[config.mk]
export PLATFORM = sky130hd
export DESIGN_NAME = icetap_data_shift
export DESIGN_NICKNAME = d
export VERILOG_FILES = /design/src/rtl/icetap_data_shift.sv
export SDC_FILE = /design/constraint.sdc
export NUM_CORES = 1
export LEC_CHECK = 0
export CORE_ASPECT_RATIO = 2
export CORE_MARGIN = 2
export CORE_UTILIZATION = 52
export DETAILED_ROUTE_END_ITERATION = 10
export HOLD_SLACK_MARGIN = 0.08
export PLACE_DENSITY = 0.84
export RECOVER_POWER = 50
export SLEW_MARGIN = 20
export SYNTH_ARGS = -nofsm -noshare
export SYNTH_HDL_FRONTEND = slang
export SYNTH_SLANG_ARGS = --single-unit
export TNS_END_PERCENT = 100
[constraint.sdc]
create_clock -name scan_clk -period 4.29 [get_ports scan_clk]
set_input_delay 1.287 -clock scan_clk [delete_from_list [all_inputs] [get_ports scan_clk]]
set_output_delay 1.287 -clock scan_clk [all_outputs]
set_load 0.01 [all_outputs]
[src/rtl/icetap_data_shift.sv]
// rtl/icetap_data_shift.sv - sample-word fetch and LSB-first bit shifter feeding the SPI front end
module icetap_data_shift #(
   parameter int DATA_WIDTH = 16,
   parameter int ADDR_WIDTH = 8
) (
   input  logic                  scan_clk,
   input  logic                  scan_reset,
   input  logic                  data_shift_update,
   input  logic                  data_shift_ena,
   output logic                  data_shift_data,
   input  logic                  rd_start_load,
   input  logic [ADDR_WIDTH-1:0] rd_start_addr,
   output logic                  mem_rd_ena,
   output logic [ADDR_WIDTH-1:0] mem_rd_addr,
   input  logic [DATA_WIDTH-1:0] mem_rd_data,
   output logic [ADDR_WIDTH-1:0] rd_addr,
   output logic                  underrun
);

   localparam int CNT_W = $clog2(DATA_WIDTH);

   typedef enum logic [1:0] {
      IDLE  = 2'd0,
      RD    = 2'd1,
      LOAD  = 2'd2,
      SHIFT = 2'd3
   } state_t;

   state_t                state_q, state_d;
   logic [ADDR_WIDTH-1:0] rd_addr_q, rd_addr_d;
   logic [CNT_W-1:0]      bit_cnt_q, bit_cnt_d;
   logic [DATA_WIDTH-1:0] shreg_q, shreg_d;
   logic                  data_q, data_d;
   logic                  underrun_q, underrun_d;

   always_ff @(posedge scan_clk or posedge scan_reset) begin
      if (scan_reset) begin
         state_q    <= IDLE;
         rd_addr_q  <= '0;
         bit_cnt_q  <= '0;
         shreg_q    <= '0;
         data_q     <= 1'b0;
         underrun_q <= 1'b0;
      end else begin
         state_q    <= state_d;
         rd_addr_q  <= rd_addr_d;
         bit_cnt_q  <= bit_cnt_d;
         shreg_q    <= shreg_d;
         data_q     <= data_d;
         underrun_q <= underrun_d;
      end
   end

   always_comb begin
      state_d    = state_q;
      rd_addr_d  = rd_addr_q;
      bit_cnt_d  = bit_cnt_q;
      shreg_d    = shreg_q;
      data_d     = data_q;
      underrun_d = underrun_q;

      if (rd_start_load) begin
         rd_addr_d  = rd_start_addr;
         state_d    = IDLE;
         bit_cnt_d  = '0;
         underrun_d = 1'b0;
         data_d     = 1'b0;
      end else if (data_shift_update) begin
         // Restart re-reads the current word; the ena of this cycle is dropped.
         state_d   = RD;
         bit_cnt_d = '0;
      end else begin
         case (state_q)
            IDLE: begin
               if (data_shift_ena) underrun_d = 1'b1;
            end
            RD: begin
               if (data_shift_ena) underrun_d = 1'b1;
               state_d = LOAD;
            end
            LOAD: begin
               if (data_shift_ena) underrun_d = 1'b1;
               shreg_d   = mem_rd_data;
               bit_cnt_d = '0;
               data_d    = mem_rd_data[0];
               state_d   = SHIFT;
            end
            SHIFT: begin
               if (data_shift_ena) begin
                  shreg_d   = {1'b0, shreg_q[DATA_WIDTH-1:1]};
                  data_d    = shreg_q[1];
                  bit_cnt_d = bit_cnt_q + 1'b1;
                  // Last bit consumed: advance and prefetch the next word.
                  if (bit_cnt_q == CNT_W'(DATA_WIDTH - 1)) begin
                     bit_cnt_d = '0;
                     rd_addr_d = rd_addr_q + 1'b1;
                     state_d   = RD;
                  end
               end
            end
            default: state_d = IDLE;
         endcase
      end
   end

   assign mem_rd_ena      = (state_q == RD);
   assign mem_rd_addr     = rd_addr_q;
   assign rd_addr         = rd_addr_q;
   assign data_shift_data = data_q;
   assign underrun        = underrun_q;

endmodule

Word-level counts from Yosys, hierarchy flattened. Index checks and enable logic that the tools add are counted. W data, S select, Z words.

Bits in read-only memories: 0. Memory bits (writable): 0. Register bits after elaboration: 32. Memories: 0. Logic and storage cells: 60. Latch bits: 0.

Div/mod/pow operators: 0. Equality and inequality tests: 9. Bitwise logic cells: 2. Magnitude comparators: 0. Multipliers: 0. $add $sub $neg: 2. Reduce and logical (&&, ||, !) cells: 16. Mux-type cells: 25. Shift operators: 0.

Operator list (count): $mux W8 (5); $pmux W16 S2 (1); $mux W16 (1); $mux W4 (4); $reduce_bool A2 Y1 (5); $reduce_and A3 Y1 (3); $add A8 B1 Y8 const B (1); $mux W2 (4); $ne A4 B4 Y1 const B (2); $pmux W4 S2 (1); $reduce_and A4 Y1 (2); $mux W1 (7); $pmux W2 S3 (1); $reduce_bool A5 Y1 (1); $add A4 B1 Y4 const B (1); $eq A2 B2 Y1 const B (2); $eq A4 B4 Y1 const B (1); $reduce_bool A4 Y1 (1); $ne A3 B3 Y1 const B (1); $reduce_bool A3 Y1 (1); $reduce_or A3 Y1 (1); $eq A2 B1 Y1 const B (1); $logic_not A2 Y1 (1); $ne A2 B1 Y1 const B (1); 4 further kinds (5).

Depth between registers and ports, before layout. Gate-level depths: netlist of the first run.

Word-level depth: 6. Depth in mapped cells: 6.

Worst setup path after synthesis of the first run. No wires, ideal clock.

Path type: input -> register. From: in data_shift_ena. To: reg rd_addr_q[5] (netlist: mem_rd_addr[5]). Setup slack: 2.028 ns. Data arrival time: 2.121 ns. Stages: 5. Library setup time: 0.141 ns. Required time: 4.149 ns. Path buffers: 2. Cells stage by stage: buf_4 > nand3_2 > buf_2 > o41ai_1 > a31oi_1.

Longest elaborated chain between the ends: 2.

RTL lines: from (decl) (RTL line 9) `input logic data_shift_ena,`; $reduce_bool A2 Y1 (no source line); $reduce_and A4 Y1 (no source line); to (signal assigned) (RTL line 46) `rd_addr_q <= rd_addr_d;`; to (decl) (RTL line 30) `logic [ADDR_WIDTH-1:0] rd_addr_q, rd_addr_d;`.

Every way passes these cells. A chain may end at the register's enable or synchronous reset.

Worst setup path after layout of the first run.
From: in data_shift_ena. To: reg rd_addr_q[6] (netlist: mem_rd_addr[6]).

The elaborated chain is that of the path after synthesis.

==> metrics.yaml, run 1 <==
yosys:
  yosysSeqAreaShare_pct: 42.0
  synthMuxAreaShare_pct: 10.4
  synth_xor_area_share_pct: 0
  yosys.area.top_type: "dfrtp_1"
  syn_area_per_cell_um2: 9.73
  synthArstFlopShare_pct: 100
  synthCells: 190
  synth-adder-area-share_pct: 4.06
  synth_area_leaders: "dfrtp_1 (42%), a21oi_1 (9.5%), mux2i_1 (9.2%)"
  synthSimpleGateAreaFrac_pct: 16.0
  ys_seq_elements: 31
  synth_edf_count: 0
  yosys_warnings: 0
  synth_top_area_share_pct: 42.0
  ys_types: 41
  ys.flop_type: "dfrtp_1"
  syn_nets: 225
  synth_compound_area_share_pct: 18.7
  syn_area_mm2: 0.00185
  synth_top_family_by_area: "compound AO/OA/AOI/OAI gates"
run_status:
  violations: "capacitance limit, slew limit"
  status: "complete, but fails checks"
detailed_routing:
  route.detailed.wl_per_inst_um: 15.6
  drt_iter0_drc: 43
  ant_nets: 0
  dr.max_layer_used: "met4"
  dr_wl_met2_um: 2200
  drtPass1Iterations: 4
  drc: 0
  num_vias: 1552
  totalWireLength_um: 4030
  drt-met1-wl_um: 1590
  route.met3.wl_um: 123
  vias_per_cell: 6.02
global_route:
  grt_antenna_before_repair: 0
  grt_max_degree: 32
  grt_first_pass_wirelength_um: 6920
  grt.overflow.total: 0
  grt_pass1_vias: 1534
  grt_usage_pct: 23.2
die:
  die_w_um: 46.2
  coreArea_mm2: 0.00338
  fp.dieH_um: 88.3
  initial_core_util_pct: 54.7
  die_area_mm2: 0.00408
  rows: 30
  io_pins: 48
setup_path:
  r2r_setup_slack_ps: 2030
  path_buf_inv: 1
  worstPathMaxFanout: 14
  critPathSlowestCell: "dlygate4sd3_1"
  crit_family: "simple AND/OR/NAND/NOR gates"
  startpoint_type: "primary input"
  critPathKind: "primary input to flop"
  arrival_ps: 3230
  crit_chain: "dlygate4sd3_1, nand3_1, or4_1, a31oi_1"
  cp.required_ps: 4500
  cpPeakStageDelay_ps: 720
  cp-end-kind: "flop"
clock_network:
  post_cts_resized: 0
  cts_setup_buffers: 0
  cts_root_buffer: "clkbuf_8"
  clkTransAtPathRegs_ps: 70
  cts_hold_buf: 0
  cts_buffers: 5
  clk_latency_ps: 290
  clk_path_buf_depth: 2
  htree_levels: 2
  tritoncts: "built"
  clock_sinks: 31
place:
  placed_cell_area_mm2: 0.00224
  dpl_worst_slack_ps: 1140
  place.gp.congestion: 0.858
  dp.cells: 250
  numPortBuffers: 47
  dp_hpwl_um: 2860
min_path:
  holdCritPathClass: "flop to flop"
cells_and_area:
  final_area_mm2: 0.00233
  diodes: 0
  finalNonFillerCells: 258
  layout-drive-gt1-share_pct: 5.75
  finalNetCount: 260
  syn_to_final_growth_pct: 26.0
power:
  ir_worst_vdd_v: 0.000292
  p_leak_nw: 0.954
  power_density_mw_per_mm2: 388
timing:
  fmax_mhz: 332
  maxSlewHeadroom_pct: -11.4
  period_needed_ps: 3020
  clock_skew_ps: 5.74
  fin_setup_tns_ps: 0
  maxSlewViolCount: 32
  worst_pin_slew_ps: 1670
  whs_ps: 507
  final-setup-viol-count: 0
  finalCritPeriodShare_pct: 70.3
  hold_viol: 0
  grt_setup_unrepaired: "no"
  setup_ws_ps: 1270
flow_run:
  drv_cap: 1
[stage by stage]
stage               util, %  total power [W]
floorplan                 -         0.000562
global placement       66.2         0.000639
detailed placement     66.2         0.000651
CTS                    69.2         0.000908
global route           68.9         0.000960
finish                 68.9         0.000902
[report_power, final]
group / internal, W / switching [W] / leakage (nW)
logic: 0.000112 / 0.000101 / 0.528
clock network: 0.000146 / 0.000112 / 0.0515
registers: 0.000374 / 0.0000565 / 0.374
[registers in the layout, summed over array words and instances, names as in the netlist]
| signal | cells |
|---|---|
| data_shift_data | 1 |
| shreg_q | 15 |
| state_q | 2 |
| bit_cnt_q | 4 |
| underrun | 1 |
| mem_rd_addr | 8 |
[worst reg2reg max path, cell delays in order, from the launching register on]
cell,delay [ps]
dfrtp_1,420
ha_1,170
buf_4,340
nand3_1,460
or4_1,620
a31oi_1,180
[cell type report]
type,count,area (um^2)
fillers,275,1050
multi-input cells,131,905
flip-flops and latches,31,776
repair buffers,49,482
clock buffers,8,100
well taps,32,40.0
inverters,7,26.3
[worst paths after layout]
kind,depth (start not counted),end,startpoint
setup / recovery,4,mem_rd_addr[6]$_DFFE_PP0P_,data_shift_ena
hold / removal,2,underrun$_DFFE_PP0P_,underrun$_DFFE_PP0P_
setup reg to reg,5,mem_rd_addr[6]$_DFFE_PP0P_,state_q[1]$_DFFE_PP0P_
hold reg to reg,2,underrun$_DFFE_PP0P_,underrun$_DFFE_PP0P_
max in group asynchronous,3,shreg_q[12]$_DFFE_PP0P_,scan_reset
min in group asynchronous,3,mem_rd_addr[1]$_DFFE_PP0P_,scan_reset
[synthesized netlist by cell type, drive strengths merged (2+ instances only)]
cell / instances
a21oi: 35
dfrtp: 31
buf: 20
mux2i: 17
nor2: 12
inv: 7
a31oi: 6
ha: 6
nand2: 6
nand3: 6
o21ai: 6
nand4b: 5
nand2b: 3
and4b: 2
mux2: 2
nand4: 2
nor4: 2
o31a: 2
o41ai: 2
or2: 2
[cells by family after synthesis]
kind of cell | count (synthesis)
buffers and inverters | 28
flip-flops | 31
AO/OA/AOI/OAI | 59
adder cells (fa/ha/maj) | 6
multiplexers | 19
AND/OR/NAND/NOR | 47
[cell usage in the layout (no fill, tap or decap), types with 2 or more instances in the layout]
cell             instances
nand2_1                  6
and4b_1                  2
a21oi_1                 35
mux2i_1                 17
mux2_2                   2
clkbuf_8                 7
nor4_1                   2
ha_1                     6
nor2_1                  11
nand2b_1                 3
o41ai_1                  2
nand3_1                  6
a31oi_1                  6
nand4_1                  2
clkbuf_1                 2
o31a_1                   2
dfrtp_1                 31
nand4b_1                 4
inv_1                    7
dlygate4sd3_1            5
o21ai_0                  6
clkdlybuf4s50_1         42
[metal layers]
metal,up-vias,global-route usage (%)
li1,765,-
met1,735,25.6
met2,43,40.7
met3,9,3.88
met4,0,11.4
met5,-,0
Power figures use the tool's default switching activity.
==> run 2: changes to the inputs <==
- CORE_UTILIZATION: 52 -> 44
- PLACE_DENSITY: 0.84 -> 0.76
- clock period: 4.29 -> 2.6 ns (I/O delays scaled with it)
==> run 2 against run 1 <==
- routed wire length is 2.3% higher
- utilization down 11 points
- sequential share of layout area fell by 0.46 points
- the run now ends clean
- power increased by 60%
- highest routed layer unchanged
- sequential power grew 65%
- die area increased by 17%
- via count rose by 2.6%
==> metrics.yaml, run 2 (synthesized netlist as in run 1, its figures left out) <==
run_status:
  status: "finished clean"
power:
  switchingPower_w: 0.000430  # +59%
  seq_power_share_pct: 49.2  # +1.4 points
  power_density_mw_per_mm2: 612  # +58%
  intPower_w: 0.00101  # +60%
  ir_worst_vdd_v: 0.000464  # +59%
  p_sw_share_pct: 29.8  # -0.094 points
  p_leak_nw: 0.932  # -2.3%
  pwr-share-comb_pct: 24.4  # +0.8 points
  p_clk_share_pct: 26.5  # -2.1 points
clock_network:
  cts_buffers: 5  # unchanged
  cts_setup_buffers: 0  # unchanged
  post_cts_resized: 0  # unchanged
  cts_root_buffer: "clkbuf_8"
  clkTransAtPathRegs_ps: 60  # about the same
  tritoncts: "built"
  htree_levels: 2  # unchanged
  cts_hold_buf: 0  # unchanged
  clock_sinks: 31  # unchanged
  clk_latency_ps: 280  # about the same
  clk_path_buf_depth: 2  # unchanged
detailed_routing:
  num_vias: 1593  # +2.6%
  drt-met1-wl_um: 1570  # -1.2%
  drc: 0  # unchanged
  drtPass1Iterations: 4  # unchanged
  totalWireLength_um: 4120  # +2.3%
  dr.max_layer_used: "met4"
  vias_per_cell: 5.65  # -6.1%
  drt_iter0_drc: 24  # -44%
  ant_nets: 0  # unchanged
  route.detailed.wl_per_inst_um: 14.6  # -6.4%
  route.met3.wl_um: 160  # +30%
  dr_wl_met2_um: 2310  # +4.9%
cells_and_area:
  syn_to_final_growth_pct: 27.8
  register_area_um2: 776  # unchanged
  final_util_pct: 58.3  # -11 points
  top_register: "shreg_q"
  fillCellCount: 384  # +40%
  finalNetCount: 265  # +1.9%
  final_common_cell: "clkdlybuf4s50_1"
  diodes: 0  # unchanged
  largest_reg_flops: 15  # unchanged
  final_cell_mix: "clkdlybuf4s50_1 (43), a21oi_1 (35), dfrtp_1 (31)"
  multi_input_area_um2: 890  # -1.7%
  layout-drive-gt1-share_pct: 7.39  # +1.6 points
die:
  die_w_um: 49.8  # +8.0%
  coreArea_mm2: 0.00405  # +20%
  rows: 33  # +10%
  io_pins: 48  # unchanged
  fp.dieH_um: 95.7  # +8.3%
  initial_core_util_pct: 45.7  # -9.0 points
  die_area_mm2: 0.00477  # +17%
timing:
  grt_setup_unrepaired: "no"
  period_needed_ps: 2320
  fmax_mhz: 432
  final-setup-viol-count: 0  # unchanged
  maxSlewHeadroom_pct: 36.3  # +48 points
  clock_skew_ps: 4.48  # -1.26 ps
  fin_setup_tns_ps: 0  # unchanged
  maxSlewViolCount: 0  # -100%
  worst_pin_slew_ps: 952  # -719 ps
  hold_viol: 0  # unchanged
  finalCritPeriodShare_pct: 89.1
setup_path:
  cp.required_ps: 2800  # -1700 ps
  critPathSlowestCell: "nor2_1"
  cpPeakStageDelay_ps: 760  # +40 ps
  critPathKind: "primary input to flop"
  cp-end-kind: "flop"
  arrival_ps: 2520  # -710 ps
  crit_chain: "dlygate4sd3_1, nor2_1, a21oi_1, a21oi_1"
  worstPathMaxFanout: 15  # +1
  startpoint_type: "primary input"
  crit_top_cell: "a21oi_1"
global_route:
  grt_pass1_vias: 1565  # +2.0%
  grt.overflow.total: 0  # unchanged
  grt_usage_pct: 19.3  # -3.9 points
  grt_max_degree: 32  # unchanged
  grt_antenna_before_repair: 0  # unchanged
  grt_first_pass_wirelength_um: 7110  # +2.7%
place:
  numPortBuffers: 47  # unchanged
  dp_hpwl_um: 3070  # +7.5%
  place.gp.congestion: 0.793  # -7.5%
min_path:
  holdCritPathClass: "flop to flop"
flow_run:
  drv_cap: 0  # -1
run 2: cell types whose count changed in the layout (fill, tap and decap cells not counted), sizes merged:
cell and delta:
dlygate4sd3 -1, buf +3, clkinv +1, clkdlybuf4s50 +1
run 2: metal layers:
metal | GRT usage [%] | vias up
met1 | 20.4 | 776
met3 | 3.61 | 5
li1 | - | 771
met4 | 8.33 | 0
met5 | 0 | -
met2 | 36.2 | 41
run 2: path summary, 6_finish.rpt:
check	start	slack, ps	endpoint	cells past startpoint
worst max-delay path	data_shift_update	280	shreg_q[2]$_DFFE_PP0P_	4
worst min-delay path	underrun$_DFFE_PP0P_	490	underrun$_DFFE_PP0P_	2
worst max register to register	state_q[1]$_DFFE_PP0P_	410	mem_rd_addr[6]$_DFFE_PP0P_	4
worst min register to register	underrun$_DFFE_PP0P_	490	underrun$_DFFE_PP0P_	2
max in group asynchronous	scan_reset	950	state_q[0]$_DFFE_PP0P_	3
min in group asynchronous	scan_reset	1150	shreg_q[3]$_DFFE_PP0P_	3
run 2: layout make-up:
| class | instances | area share (%) |
|---|---|---|
| multi-input combinational | 131 | 37.7 |
| timing repair buffer | 54 | 21.9 |
| clock buffer | 6 | 3.50 |
| tap | 52 | 2.76 |
| inverter | 7 | 1.11 |
| sequential | 31 | 32.9 |
| clock inverter | 1 | 0.212 |
run 2: worst max-delay path: cells and delay by family:
family | cells | cell delay, ps
and+or+nand+nor | 1 | 760
buffers and inverters | 1 | 650
AOI/OAI and AO/OA | 2 | 320
run 2: metrics by stage:
stage	power, W	hold WS, ps	instance area (um^2)	setup slack [ps]	instances
after floorplan	0.000928	467	1850	845	190
after detailed placement	0.00108	490	2300	40.4	275
after global routing	0.00154	536	2360	159	282
final	0.00144	489	2360	283	282
after global placement	0.00106	483	2300	100	275
after CTS	0.00146	504	2390	344	282
run 2: power by group through the flow:
stage,clock network [W],registers [W],logic [W]
CTS,0.000388,0.000711,0.000361
global route,0.000411,0.000727,0.000401
floorplan,0,0.000696,0.000232
global placement,0,0.000718,0.000345
finish,0.000382,0.000710,0.000352
detailed placement,0,0.000718,0.000361
==> run 3: changes to the inputs <==
- CORE_MARGIN: 2 -> default
==> run 3 against run 2 <==
- register-to-register slack improved by 220 ps
- sequential share of layout area fell by 0.17 points
- clock-buffer cell count grew 2
- via count up 0.50%
- utilization increased by 0.31 points
- power increased by 3.6%
- critical path depth is the same
- global-route usage increased by 2.2 points
- critical endpoint is now shreg_q[11]$_DFFE_PP0P_
==> metrics.yaml, run 3 (synthesized netlist as in run 1, its figures left out) <==
timing:
  grt_setup_unrepaired: "no"
  period_needed_ps: 2310  # -8.71 ps
  whs_ps: 498  # +9.26 ps
  final-setup-viol-count: 0  # unchanged
  finalCritPeriodShare_pct: 88.8  # -0.33 points
  maxSlewViolCount: 0  # unchanged
  maxSlewHeadroom_pct: 35.0  # -1.3 points
  setup_ws_ps: 292  # +8.71 ps
  worst_pin_slew_ps: 972  # +19.7 ps
  fmax_mhz: 433  # +0.38%
  clock_skew_ps: 7.91  # +3.43 ps
  fin_setup_tns_ps: 0  # unchanged
  hold_viol: 0  # unchanged
setup_path:
  cp-end-kind: "flop"
  startpoint_type: "primary input"
  crit_chain: "dlygate4sd3_1, nor2_1, a21oi_1, a21oi_1"
  r2r_setup_slack_ps: 630  # +220 ps
  reg2reg_depth: 4  # unchanged
  critPathSlowestCell: "nor2_1"
  worstPathMaxFanout: 15  # unchanged
  critPathKind: "primary input to flop"
  cp.required_ps: 2810  # about the same
  crit_top_cell: "a21oi_1"
  r2r_start: "state_q[1]$_DFFE_PP0P_"
  r2r_end: "mem_rd_addr[6]$_DFFE_PP0P_"
  arrival_ps: 2520  # about the same
  cpPeakStageDelay_ps: 770  # about the same
min_path:
  hp-start: "underrun$_DFFE_PP0P_"
  hold_path_end: "underrun$_DFFE_PP0P_"
  hold_depth: 2  # unchanged
  holdCritPathClass: "flop to flop"
clock_network:
  clock_sinks: 31  # unchanged
  clkTransAtPathRegs_ps: 60  # about the same
  cts_buffers: 5  # unchanged
  post_cts_resized: 0  # unchanged
  htree_levels: 2  # unchanged
  cts_root_buffer: "clkbuf_8"
  tritoncts: "built"
  cts_hold_buf: 0  # unchanged
  clk_path_buf_depth: 2  # unchanged
  clk_latency_ps: 290  # about the same
  cts_setup_buffers: 0  # unchanged
cells_and_area:
  diodes: 0  # unchanged
  final_common_cell: "clkdlybuf4s50_1"
  final_cell_mix: "clkdlybuf4s50_1 (44), a21oi_1 (35), dfrtp_1 (31)"
  fillCellCount: 395  # +2.9%
  largest_reg_flops: 15  # unchanged
  syn_to_final_growth_pct: 28.4
  layout-drive-gt1-share_pct: 7.36  # -0.032 points
  top_register: "shreg_q"
  finalNetCount: 265  # unchanged
die:
  fp.dieH_um: 93.7  # -2.1%
  initial_core_util_pct: 45.7  # unchanged
  io_pins: 48  # unchanged
  coreArea_mm2: 0.00405  # unchanged
  die_area_mm2: 0.00448  # -6.0%
  rows: 33  # unchanged
  die_w_um: 47.8  # -4.0%
detailed_routing:
  dr.max_layer_used: "met4"
  vias_per_cell: 5.66  # +0.15%
  totalWireLength_um: 4310  # +4.4%
  dr_wl_met2_um: 2510  # +8.4%
  drt_iter0_drc: 27  # +13%
  num_vias: 1601  # +0.50%
  route.met3.wl_um: 141  # -12%
  drt-met1-wl_um: 1560  # -0.83%
  route.detailed.wl_per_inst_um: 15.2  # +4.0%
  drc: 0  # unchanged
  ant_nets: 0  # unchanged
  drtPass1Iterations: 4  # unchanged
global_route:
  grt_usage_pct: 21.5  # +2.2 points
  grt_max_degree: 32  # unchanged
  grt_first_pass_wirelength_um: 6920  # -2.6%
  grt.overflow.total: 0  # unchanged
  grt_antenna_before_repair: 0  # unchanged
  grt_pass1_vias: 1584  # +1.2%
place:
  numPortBuffers: 47  # unchanged
  dp_hpwl_um: 3100  # +1.0%
  place.gp.congestion: 0.885  # +12%
  dpl_worst_slack_ps: 114  # +73.6 ps
power:
  power_density_mw_per_mm2: 630  # +3.0%
  p_leak_nw: 0.934  # +0.27%
  ir_worst_vdd_v: 0.000543  # +17%
run_status:
  status: "finished clean"
flow_run:
  drv_cap: 0  # unchanged
run 3: layout make-up:
type                            instances  area, um^2  share of cell area (%)
Tap cell                               52        65.1                    2.74
Multi-Input combinational cell        131         890                    37.5
Clock buffer                            8         100                    4.22
Timing Repair Buffer                   54         517                    21.8
Sequential cell                        31         776                    32.7
Inverter                                7        26.3                    1.11
run 3: metrics by stage:
step           instance area, um^2  std cells  power (W)  utilization, %
2_1_floorplan                 1850        190   0.000928               -
3_3_place_gp                  2300        275    0.00106            56.8
3_5_place_dp                  2300        275    0.00109            56.8
4_1_cts                       2400        283    0.00151            59.3
5_1_grt                       2370        283    0.00158            58.7
6_report                      2370        283    0.00150            58.7
run 3: how the worst max path moves through the flow:
stage,start,to,slack (ps),cells after the start
6_report,data_shift_update,shreg_q[11]$_DFFE_PP0P_,290,4
5_1_grt,data_shift_ena,mem_rd_addr[6]$_DFFE_PP0P_,160,4
4_1_cts,state_q[1]$_DFFE_PP0P_,mem_rd_ena,350,3
3_5_place_dp,data_shift_update,shreg_q[9]$_DFFE_PP0P_,110,4
3_3_place_gp,data_shift_update,shreg_q[11]$_DFFE_PP0P_,150,4
2_1_floorplan,data_shift_ena,mem_rd_addr[5]$_DFFE_PP0P_,840,5
run 3: routing by layer:
| metal | global-route usage, % | vias to the layer above |
|---|---|---|
| met2 | 39.5 | 46 |
| met1 | 21.2 | 771 |
| met4 | 10.2 | 0 |
| met5 | 0 | - |
| met3 | 3.27 | 9 |
| li1 | - | 775 |
run 3: worst max-delay path, delay by kind of cell:
family	cells	cell delay, ps
simple gates	1	770
buf+inv	1	630
compound gates	2	340
run 3: where the power goes:
group / internal (W) / switching, W / leakage [nW]
registers: 0.000618 / 0.0000972 / 0.374
logic: 0.000189 / 0.000169 / 0.509
clock network: 0.000241 / 0.000181 / 0.0515
